--- src/rtl/dm_pkg.sv ---
// Shared definitions for the data-memory access controller: state encoding,
// default geometry and a range helper.
package dm_pkg;

  // Default geometry of the data memory.
  localparam int unsigned MemSizeDef    = 9;
  localparam int unsigned AddrLengthDef = 11;
  localparam int unsigned DataLengthDef = 16;
  localparam int unsigned RdWaitDef     = 1;

  // Controller sequencing states.
  typedef enum logic [2:0] {
    StIdle,
    StWrSetup,
    StWrPulse,
    StWrHold,
    StRdWait,
    StRdRsp,
    StDumpRd,
    StDumpRsp
  } dm_state_e;

  // True when a (zero-extended) word address hits an implemented location.
  function automatic logic addr_in_range(input logic [31:0] addr, input int unsigned size);
    return addr < size;
  endfunction

endpackage

--- src/rtl/dm_access_ctrl.sv ---
// Initiator side of the data-memory strobe interface. Sequences Addr/Data/Wr/Rd
// with fixed setup and hold around each access, returns read data on a
// valid/ready channel and can stream the whole memory out in address order.
module dm_access_ctrl
  import dm_pkg::*;
#(
  parameter int unsigned MEM_SIZE    = MemSizeDef,
  parameter int unsigned ADDR_LENGTH = AddrLengthDef,
  parameter int unsigned DATA_LENGTH = DataLengthDef,
  parameter int unsigned RD_WAIT     = RdWaitDef
) (
  input  logic                   i_clk,
  input  logic                   i_rst_n,
  input  logic                   i_req_valid,
  output logic                   o_req_ready,
  input  logic                   i_req_we,
  input  logic [ADDR_LENGTH-1:0] i_req_addr,
  input  logic [DATA_LENGTH-1:0] i_req_wdata,
  input  logic                   i_dump_start,
  output logic                   o_rsp_valid,
  input  logic                   i_rsp_ready,
  output logic [DATA_LENGTH-1:0] o_rsp_rdata,
  output logic                   o_rsp_last,
  output logic                   o_err,
  output logic [ADDR_LENGTH-1:0] o_Addr,
  output logic [DATA_LENGTH-1:0] o_Data,
  output logic                   o_Wr,
  output logic                   o_Rd,
  input  logic [DATA_LENGTH-1:0] i_Data
);

  localparam int unsigned CntW = (RD_WAIT < 1) ? 1 : $clog2(RD_WAIT + 1);
  localparam logic [CntW-1:0] CntLoad = CntW'(RD_WAIT);
  localparam logic [ADDR_LENGTH-1:0] AddrLast = ADDR_LENGTH'(MEM_SIZE - 1);

  dm_state_e              state_q;
  logic                   req_ready_q;
  logic                   rsp_valid_q;
  logic [DATA_LENGTH-1:0] rsp_rdata_q;
  logic                   rsp_last_q;
  logic                   err_q;
  logic [ADDR_LENGTH-1:0] addr_q;
  logic [DATA_LENGTH-1:0] data_q;
  logic                   wr_q;
  logic                   rd_q;
  logic [CntW-1:0]        cnt_q;
  // Set for an out-of-range read: the read runs its normal timing without Rd
  // and answers with zero.
  logic                   oor_q;

  logic req_oor;
  logic req_fire;

  assign req_oor  = !addr_in_range(32'(i_req_addr), MEM_SIZE);
  assign req_fire = i_req_valid && req_ready_q;

  // Single sequencing FSM; every interface output is a register of this block.
  always_ff @(posedge i_clk or negedge i_rst_n) begin
    if (!i_rst_n) begin
      state_q     <= StIdle;
      req_ready_q <= 1'b0;
      rsp_valid_q <= 1'b0;
      rsp_rdata_q <= '0;
      rsp_last_q  <= 1'b0;
      err_q       <= 1'b0;
      addr_q      <= '0;
      data_q      <= '0;
      wr_q        <= 1'b0;
      rd_q        <= 1'b0;
      cnt_q       <= '0;
      oor_q       <= 1'b0;
    end else begin
      err_q <= 1'b0;
      case (state_q)
        StIdle: begin
          if (i_dump_start) begin
            // Dump takes priority over a simultaneous request.
            state_q     <= StDumpRd;
            req_ready_q <= 1'b0;
            addr_q      <= '0;
            rd_q        <= 1'b1;
            cnt_q       <= CntLoad;
            oor_q       <= 1'b0;
          end else if (req_fire) begin
            addr_q <= i_req_addr;
            data_q <= i_req_wdata;
            err_q  <= req_oor;
            if (i_req_we) begin
              if (!req_oor) begin
                state_q     <= StWrSetup;
                req_ready_q <= 1'b0;
              end
            end else begin
              state_q     <= StRdWait;
              req_ready_q <= 1'b0;
              rd_q        <= !req_oor;
              oor_q       <= req_oor;
              cnt_q       <= CntLoad;
            end
          end else begin
            // Raises ready on the first edge after reset release.
            req_ready_q <= 1'b1;
          end
        end

        StWrSetup: begin
          state_q <= StWrPulse;
          wr_q    <= 1'b1;
        end

        StWrPulse: begin
          state_q <= StWrHold;
          wr_q    <= 1'b0;
        end

        StWrHold: begin
          state_q     <= StIdle;
          req_ready_q <= 1'b1;
        end

        StRdWait: begin
          if (cnt_q == '0) begin
            state_q     <= StRdRsp;
            rd_q        <= 1'b0;
            rsp_valid_q <= 1'b1;
            rsp_rdata_q <= oor_q ? '0 : i_Data;
          end else begin
            cnt_q <= cnt_q - CntW'(1);
          end
        end

        StRdRsp: begin
          if (i_rsp_ready) begin
            state_q     <= StIdle;
            rsp_valid_q <= 1'b0;
            req_ready_q <= 1'b1;
          end
        end

        StDumpRd: begin
          if (cnt_q == '0) begin
            state_q     <= StDumpRsp;
            rd_q        <= 1'b0;
            rsp_valid_q <= 1'b1;
            rsp_rdata_q <= i_Data;
            rsp_last_q  <= (addr_q == AddrLast);
          end else begin
            cnt_q <= cnt_q - CntW'(1);
          end
        end

        StDumpRsp: begin
          if (i_rsp_ready) begin
            rsp_valid_q <= 1'b0;
            rsp_last_q  <= 1'b0;
            if (rsp_last_q) begin
              // Counter stops at the last word rather than wrapping.
              state_q     <= StIdle;
              req_ready_q <= 1'b1;
            end else begin
              state_q <= StDumpRd;
              addr_q  <= addr_q + ADDR_LENGTH'(1);
              rd_q    <= 1'b1;
              cnt_q   <= CntLoad;
            end
          end
        end

        default: begin
          state_q     <= StIdle;
          req_ready_q <= 1'b1;
          wr_q        <= 1'b0;
          rd_q        <= 1'b0;
        end
      endcase
    end
  end

  assign o_req_ready = req_ready_q;
  assign o_rsp_valid = rsp_valid_q;
  assign o_rsp_rdata = rsp_rdata_q;
  assign o_rsp_last  = rsp_last_q;
  assign o_err       = err_q;
  assign o_Addr      = addr_q;
  assign o_Data      = data_q;
  assign o_Wr        = wr_q;
  assign o_Rd        = rd_q;

endmodule

--- config.mk ---
export PLATFORM = sky130hd
export DESIGN_NAME = dm_access_ctrl
export DESIGN_NICKNAME = d
export VERILOG_FILES = /design/src/rtl/dm_pkg.sv /design/src/rtl/dm_access_ctrl.sv
export SDC_FILE = /design/constraint.sdc
export NUM_CORES = 1
export LEC_CHECK = 0
export CAP_MARGIN = 20
export CORE_AREA = 2 2 81 83
export CTS_BUF_LIST = sky130_fd_sc_hd__clkbuf_4 sky130_fd_sc_hd__clkbuf_8 sky130_fd_sc_hd__clkbuf_16
export CTS_CLUSTER_SIZE = 40
export DETAILED_ROUTE_END_ITERATION = 12
export DIE_AREA = 0 0 83 85
export PLACE_DENSITY = 0.76
export SYNTH_ARGS = -nofsm -noshare
export SYNTH_HDL_FRONTEND = slang
export SYNTH_SLANG_ARGS = --single-unit
export TNS_END_PERCENT = 30
--- constraint.sdc ---
create_clock -name i_clk -period 2.7 [get_ports i_clk]
set_clock_uncertainty 0.2 [all_clocks]
set_input_delay 0.54 -clock i_clk [delete_from_list [all_inputs] [get_ports i_clk]]
set_output_delay 0.54 -clock i_clk [all_outputs]
set_load 0.005 [all_outputs]
==> flow_summary.html <==
<table>
<tr><th>Metric</th><th>Value</th></tr>
<tr><th colspan="2">Synthesis</th></tr>
<tr><td>Post-synthesis share of cell area spent on xor and xnor gates</td><td>0%</td></tr>
<tr><td>Leading post-synthesis cells by cell area</td><td>dfrtp_1 (51%), mux2_2 (6.8%), a22o_1 (6.0%), a31oi_1 (3.8%), nand3_1 (2.7%)</td></tr>
<tr><td>Share of the synthesized area in compound gates (AO/OA/AOI/OAI)</td><td>22.9%</td></tr>
<tr><td>Post-synthesis average cell area</td><td>11.0 um2</td></tr>
<tr><td>Area fraction in and, or, nand and nor cells after synthesis</td><td>13.1%</td></tr>
<tr><td>FF+latch count, synth</td><td>54</td></tr>
<tr><td>Proportion of synthesized area in mux cells</td><td>6.84%</td></tr>
<tr><td>Post-synthesis sequential area ratio</td><td>51.3%</td></tr>
<tr><td>Summed instance area of the synthesized netlist</td><td>2640 um2</td></tr>
<tr><td>Syn nets</td><td>291</td></tr>
<tr><td>Post-synth top area cell</td><td>dfrtp_1</td></tr>
<tr><td>Gate count after technology mapping</td><td>240</td></tr>
<tr><td>Main combinational cell family by area after synthesis</td><td>compound AO/OA/AOI/OAI gates</td></tr>
<tr><td>Yosys warnings</td><td>0</td></tr>
<tr><td>Area share of the largest cell type after synthesis</td><td>51.3%</td></tr>
<tr><td>Number of distinct library cell variants in the gate-level netlist after synthesis</td><td>51</td></tr>
<tr><td>Adder-cell share of the synthesized area</td><td>0.950%</td></tr>
<tr><th colspan="2">Detailed routing</th></tr>
<tr><td>Routed vias/inst</td><td>5.74</td></tr>
<tr><td>DRT Wirelength</td><td>7050 um</td></tr>
<tr><td>Post-detailed-route DRC marker count</td><td>0</td></tr>
<tr><td>Number of vias after detailed routing</td><td>2,389</td></tr>
<tr><td>1st-pass router iterations</td><td>4</td></tr>
<tr><td>Number of DRC markers in iteration 0</td><td>117</td></tr>
<tr><td>Residual antenna-violating net count after detailed routing</td><td>0</td></tr>
<tr><td>Routed len/inst</td><td>16.9 um</td></tr>
<tr><th colspan="2">Place</th></tr>
<tr><td>Gpl congestion</td><td>0.866</td></tr>
<tr><td>Count of port buffers added during placement</td><td>97</td></tr>
<tr><td>Place WS</td><td>0.219 ns</td></tr>
<tr><td>Total half-perimeter wirelength after legalization and detailed placement</td><td>5220 um</td></tr>
<tr><th colspan="2">Global route</th></tr>
<tr><td>Total global routing track utilization</td><td>20.4%</td></tr>
<tr><td>Via count of the first global-routing pass</td><td>2,342</td></tr>
<tr><td>Initial antenna violation count</td><td>0</td></tr>
<tr><td>Remaining global-route overflow</td><td>0</td></tr>
<tr><td>Global-route wire length before repair</td><td>11,700 um</td></tr>
<tr><td>Maximum number of pins on one net before global-route repair</td><td>27</td></tr>
<tr><th colspan="2">Timing</th></tr>
<tr><td>Number of slew-limit violations in the final report</td><td>0</td></tr>
<tr><td>Tcrit/Tclk final</td><td>85.0%</td></tr>
<tr><td>Total negative slack</td><td>0 ns</td></tr>
<tr><td>Number of hold violations in the final report</td><td>0</td></tr>
<tr><td>Period minus WS final</td><td>2.29 ns</td></tr>
<tr><td>Slew margin rel.</td><td>58.0%</td></tr>
<tr><td>Tightest Pin Transition</td><td>0.625 ns</td></tr>
<tr><td>Maximum clock rate</td><td>0.436 GHz</td></tr>
<tr><td>Worst path setup slack after routing</td><td>0.406 ns</td></tr>
<tr><td>Setup repair after global routing missed its margin</td><td>false</td></tr>
<tr><td>Setup-violating endpoint count in the final report</td><td>0</td></tr>
<tr><th colspan="2">CTS</th></tr>
<tr><td>Post-cts resize count</td><td>0</td></tr>
<tr><td>TritonCTS buffer count</td><td>5</td></tr>
<tr><td>Clock net sink count</td><td>54</td></tr>
<tr><td>Clock insertion delay at the later pin of the skew report</td><td>0.31 ns</td></tr>
<tr><td>Cts-stage hold buffer count</td><td>0</td></tr>
<tr><td>Clock input transition at the sequential cells of the worst setup and hold paths</td><td>0.10 ns</td></tr>
<tr><td>CTS tree</td><td>done</td></tr>
<tr><td>Root Driver</td><td>clkbuf_8</td></tr>
<tr><td>H-tree lvl count</td><td>2</td></tr>
<tr><td>Maximum buffer depth of the clock tree</td><td>2</td></tr>
<tr><td>Number of buffers inserted by post-CTS setup repair</td><td>0</td></tr>
<tr><th colspan="2">Power</th></tr>
<tr><td>Max rail drop VDD</td><td>0.531 mV</td></tr>
<tr><td>Leakage power</td><td>1.56 nW</td></tr>
<tr><td>PD cells</td><td>1070 nW/um2</td></tr>
<tr><th colspan="2">Setup path</th></tr>
<tr><td>Type of element capturing the critical path</td><td>flop</td></tr>
<tr><td>Crit path max fanout</td><td>18</td></tr>
<tr><td>Slowest library cell on the worst path</td><td>nor3_1</td></tr>
<tr><td>Crit path required time</td><td>2.66 ns</td></tr>
<tr><td>Highest cell delay on the worst timing path</td><td>0.62 ns</td></tr>
<tr><td>CP startpoint kind</td><td>flop</td></tr>
<tr><td>Critical-path cell list</td><td>nor3_1 &gt; a31oi_2 &gt; nor2_2 &gt; a31oi_1</td></tr>
<tr><td>Number of cells on the worst reg-to-reg path</td><td>4</td></tr>
<tr><td>Kind of critical path</td><td>reg2reg</td></tr>
<tr><td>Critical path data arrival time</td><td>2.26 ns</td></tr>
<tr><th colspan="2">Floorplanning</th></tr>
<tr><td>Floorplan die area</td><td>7060 um2</td></tr>
<tr><td>Num ports</td><td>98</td></tr>
<tr><td>Effective utilization at floorplan</td><td>42.5%</td></tr>
<tr><td>Vertical extent of the die</td><td>85 um</td></tr>
<tr><td>Placement Rows</td><td>29</td></tr>
<tr><td>Total core area</td><td>6200 um2</td></tr>
<tr><td>Horiz. Die Dim</td><td>83 um</td></tr>
<tr><th colspan="2">Status</th></tr>
<tr><td>Run status</td><td>finished, final reports clean</td></tr>
<tr><th colspan="2">Cells and area</th></tr>
<tr><td>Final Util</td><td>60.7%</td></tr>
<tr><td>Number of antenna diodes</td><td>0</td></tr>
<tr><td>Share of post-route cells with drive strength above 1</td><td>11.2%</td></tr>
<tr><td>Fin nets</td><td>389</td></tr>
<tr><td>Layout overhead on the synthesized area</td><td>42.9%</td></tr>
<tr><th colspan="2">Flow run</th></tr>
<tr><td>Count of maximum capacitance violations</td><td>0</td></tr>
<tr><th colspan="2">Worst hold path</th></tr>
<tr><td>Hold WC Path Type</td><td>in2async</td></tr>
</table>
cells by family (layout without fill, tap and decap cells):
family                     count (synthesis)  in the layout
and+or+nand+nor                           63             63
AOI/OAI and AO/OA                         83             83
muxes                                     16             16
DFF                                       54             54
buffers and inverters                     22            121
adders and majority gates                  2              2
registers in the layout (all words and copies together) (netlist names):
register / count
cnt_q: 1
state_q: 3
o_rsp_last: 1
o_err: 1
oor_q: 1
o_req_ready: 1
o_Rd: 1
o_Data: 16
o_Wr: 1
o_Addr: 11
o_rsp_rdata: 16
o_rsp_valid: 1
routing by layer:
metal	up-vias	part of all wire, %	track usage (%)
met4	0	2.6	8.35
met1	1162	43	28.1
met2	99	49	32.9
li1	1113	-	-
met3	15	5.5	2.33
met5	-	0	0
synthesized netlist by cell type, drive strengths merged:
master	instances
or3	1
and3	2
a32o	1
a211oi	1
ha	2
nand3b	1
nor3	3
o221ai	1
clkbuf	3
o211ai	1
nand2b	3
a32oi	2
a21boi	1
a31o	1
o21ai	7
inv	8
nand2	17
nor4b	1
o211a	1
or2	1
mux2	16
a22o	18
a2111oi	1
o31ai	8
nor4	3
and4	1
o21a	1
o2bb2ai	1
o41ai	1
a41o	1
nor2	5
a31oi	17
a211o	2
clkinv	1
o22ai	1
a21o	2
nor2b	3
nand4	2
dfrtp	54
and2	5
buf	10
o31a	1
a21oi	12
nand3	15
a2bb2oi	1
critical path: cells and delay by family (launching register included):
family | cells | cell delay, ns
flops | 1 | 0.61
simple gates | 2 | 1.03
compound gates | 2 | 0.30
through the flow:
| stage | area (um2) | instances | total power [mW] | hold slack, ns |
|---|---|---|---|---|
| 6_report | 3760 | 416 | 4.01 | 0.0188 |
| 5_1_grt | 3760 | 416 | 4.31 | 0.0620 |
| 4_1_cts | 3760 | 416 | 4.04 | 0.0427 |
| 3_5_place_dp | 3670 | 408 | 3.55 | 0.293 |
| 3_3_place_gp | 3670 | 408 | 3.49 | 0.288 |
| 2_1_floorplan | 2640 | 240 | 2.51 | 0.0444 |
power breakdown:
part | internal (mW) | total [mW] | leakage [nW] | switching [mW]
registers | 1.18 | 1.57 | 0.672 | 0.392
logic | 1.17 | 1.96 | 0.836 | 0.794
clock network | 0.212 | 0.482 | 0.0478 | 0.271
total | 2.56 | 4.01 | 1.56 | 1.46
final cells by class:
| cell class | instances | area [um2] |
|---|---|---|
| clock inverter | 2 | 16.3 |
| inverter | 9 | 33.8 |
| clock buffer | 6 | 82.6 |
| multi-input combinational | 164 | 1150 |
| sequential | 54 | 1350 |
| timing repair buffer | 104 | 1030 |
| tap | 77 | 96.3 |
| fill | 519 | 2440 |
cell usage in the layout, fill, tap and decap left out, types with 2 or more instances in the layout:
master / n
nand2b_1: 3
a31oi_1: 16
nand2_1: 17
a211o_1: 2
nor2_1: 4
dfrtp_1: 54
clkbuf_8: 6
a21oi_1: 12
buf_4: 6
nand3_1: 14
nand4_1: 2
inv_1: 8
ha_1: 2
nor3_1: 3
o31ai_1: 8
clkdlybuf4s50_1: 96
and2_1: 5
nor4_1: 2
a21o_1: 2
o21ai_0: 7
and3_1: 2
a32oi_1: 2
mux2_2: 16
a22o_1: 18
nor2b_1: 3
final timing paths:
| path | startpoint | endpoint | slack, ns |
|---|---|---|---|
| worst max-delay path | state_q[2] | o_Addr[9] | 0.41 |
| worst min-delay path | i_rst_n | state_q[1] | 0.02 |
| worst max register to register | state_q[2] | o_Addr[9] | 0.41 |
| worst min register to register | o_rsp_rdata[14] | o_rsp_rdata[14] | 0.31 |
| max in group asynchronous | i_rst_n | o_Data[10] | 1.65 |
| min in group i_clk | o_rsp_rdata[14] | o_rsp_rdata[14] | 0.31 |
Power figures use the tool's default switching activity.
==> edit: new RTL, same settings <==
`AddrLengthDef`: 11 -> 12.
--- a/src/rtl/dm_pkg.sv
+++ b/src/rtl/dm_pkg.sv
@@ -4,7 +4,7 @@
 
   // Default geometry of the data memory.
   localparam int unsigned MemSizeDef    = 9;
-  localparam int unsigned AddrLengthDef = 11;
+  localparam int unsigned AddrLengthDef = 12;
   localparam int unsigned DataLengthDef = 16;
   localparam int unsigned RdWaitDef     = 1;
 
Interface: changed (resized i_req_addr and o_Addr); port bits go from 98 to 100. The function was not compared with the original's and may differ.
==> edit against the original RTL <==
Area after synthesis is 1.9% higher. Sequential cell count up 1. Clock power is 1% lower. Wire length fell by 2.3%. Synthesized cell count up 0.83%. Non-clock buffer count up 8. Power shrank 0.21%. First-iteration DRC count up 9.4%. Setup slack improved by 0.057 ns. Design area up 2.7%. Maximum frequency up 2.6%.
==> edit: results (changes against the original RTL) <==
- Outcome: finished, final reports clean
- Total Wirelength: 6890 microns (-2.3%)
- Hpwl dp: 5050 microns (-3.1%)
- First-pass GRT wire length: 11200 microns (-4.0%)
- Worst VDD drop: 0.000528 V (-0.46%)
- Starting DRC count in detailed routing: 128 (+9.4%)
- Cell total after placement: 414 (+1.5%)
- P_leak: 1.61 nW (+3.2%)
- Diode count: 0 (unchanged)
- Commonest cells post-synth: 55 x dfrtp_1, 18 x a21oi_1, 16 x a22o_1
- Register area share after synthesis: 51.3% (about the same)
- Vias in the first global route: 2308 (-1.5%)
- Ratio of cells with drive above 1 in the final layout: 12.5% (+1.3 points)
- IO buf count: 99 (+2.1%)
- Sw Ratio: 34.8% (-1.4 points)
- Top cells by area, synth: dfrtp_1 51%, a22o_1 5.2%, mux2_4 5.0%, mux2_2 3.8%, a21oi_1 3.4%
- Worst Tran Pin Value: 0.594 ns (-0.0315 ns)
- Clk Latency, worst-skew pair: 0.31 ns (about the same)
- Vias per cell: 5.68 (-1.0%)
- Clock H-tree levels: 2 (unchanged)
- Post-Layout Cell Count: 422 (+1.4%)
- CP arrival: 2.24 ns (-0.02 ns)
- Syn_nets: 294 (+1.0%)
- Avg Inst Size Synth: 11.1 sq um (+1.0%)
- Synth cell types: 49 (-3.9%)
- Filler Cell Count: 526 (+1.3%)
- Fin nets: 396 (+1.8%)
- Post-DP Area: 3770 sq um (+2.9%)
- Global placer's final weighted congestion: 0.922 (+6.5%)
- CP Max Fanout: 16 (-2)
- Largest net degree at the start of global routing: 32 (+19%)
- Root Driver: clkbuf_8
- Pre-CTS setup slack: 0.237 ns (+0.0175 ns)
- Gr usage total: 19.4% (-0.92 points)
edit: final cells by class:
cell class	count	area [sq um]	share of cell area [%]
Sequential cell	55	1380	35.6
Clock inverter	3	27.5	0.712
Clock buffer	5	68.8	1.78
Tap cell	77	96.3	2.49
Inverter	9	33.8	0.874
Timing Repair Buffer	112	1100	28.3
Multi-Input combinational cell	161	1170	30.2
edit: power by group through the flow:
stage                     sequential, mW  clock (mW)  combinational (mW)
final                               1.58       0.475                1.95
after global routing                1.63       0.531                2.12
after CTS                           1.57       0.497                1.97
after detailed placement            1.58           0                1.96
after global placement              1.57           0                1.92
after floorplan                     1.50           0                1.02
edit: path summary, 6_finish.rpt:
path                       slack, ns  cells after the start              to
max                             0.46                      4       o_Addr[4]
min                             0.02                      1            o_Wr
max reg2reg                     0.46                      4       o_Addr[4]
min reg2reg                     0.31                      1  o_rsp_rdata[4]
max in group asynchronous       1.70                      2       o_Data[8]
min in group i_clk              0.31                      1  o_rsp_rdata[4]
edit: cells by family (layout without fill, tap and decap cells):
| logic type | after synthesis | after routing | synth area share, % |
|---|---|---|---|
| AO/OA/AOI/OAI | 78 | 78 | 20.0 |
| multiplexers | 18 | 18 | 8.81 |
| adder cells (fa/ha/maj) | 2 | 2 | 0.932 |
| flip-flops | 55 | 55 | 51.3 |
| AND/OR/NAND/NOR | 63 | 63 | 13.8 |
| buffers and inverters | 26 | 129 | 5.17 |
edit: per-layer routing:
| metal | global-route usage (%) | share of wire [%] | vias up |
|---|---|---|---|
| met3 | 3.70 | 5.2 | 6 |
| li1 | - | - | 1123 |
| met1 | 26.1 | 44 | 1172 |
| met2 | 31.8 | 49 | 98 |
| met5 | 0 | 0 | - |
| met4 | 6.71 | 1.3 | 0 |
edit: critical path: stages, from the launching register on:
cell and delay, ns:
dfrtp_1 0.57, or3_4 0.51, o32a_1 0.26, buf_4 0.22
o32a_1 0.35
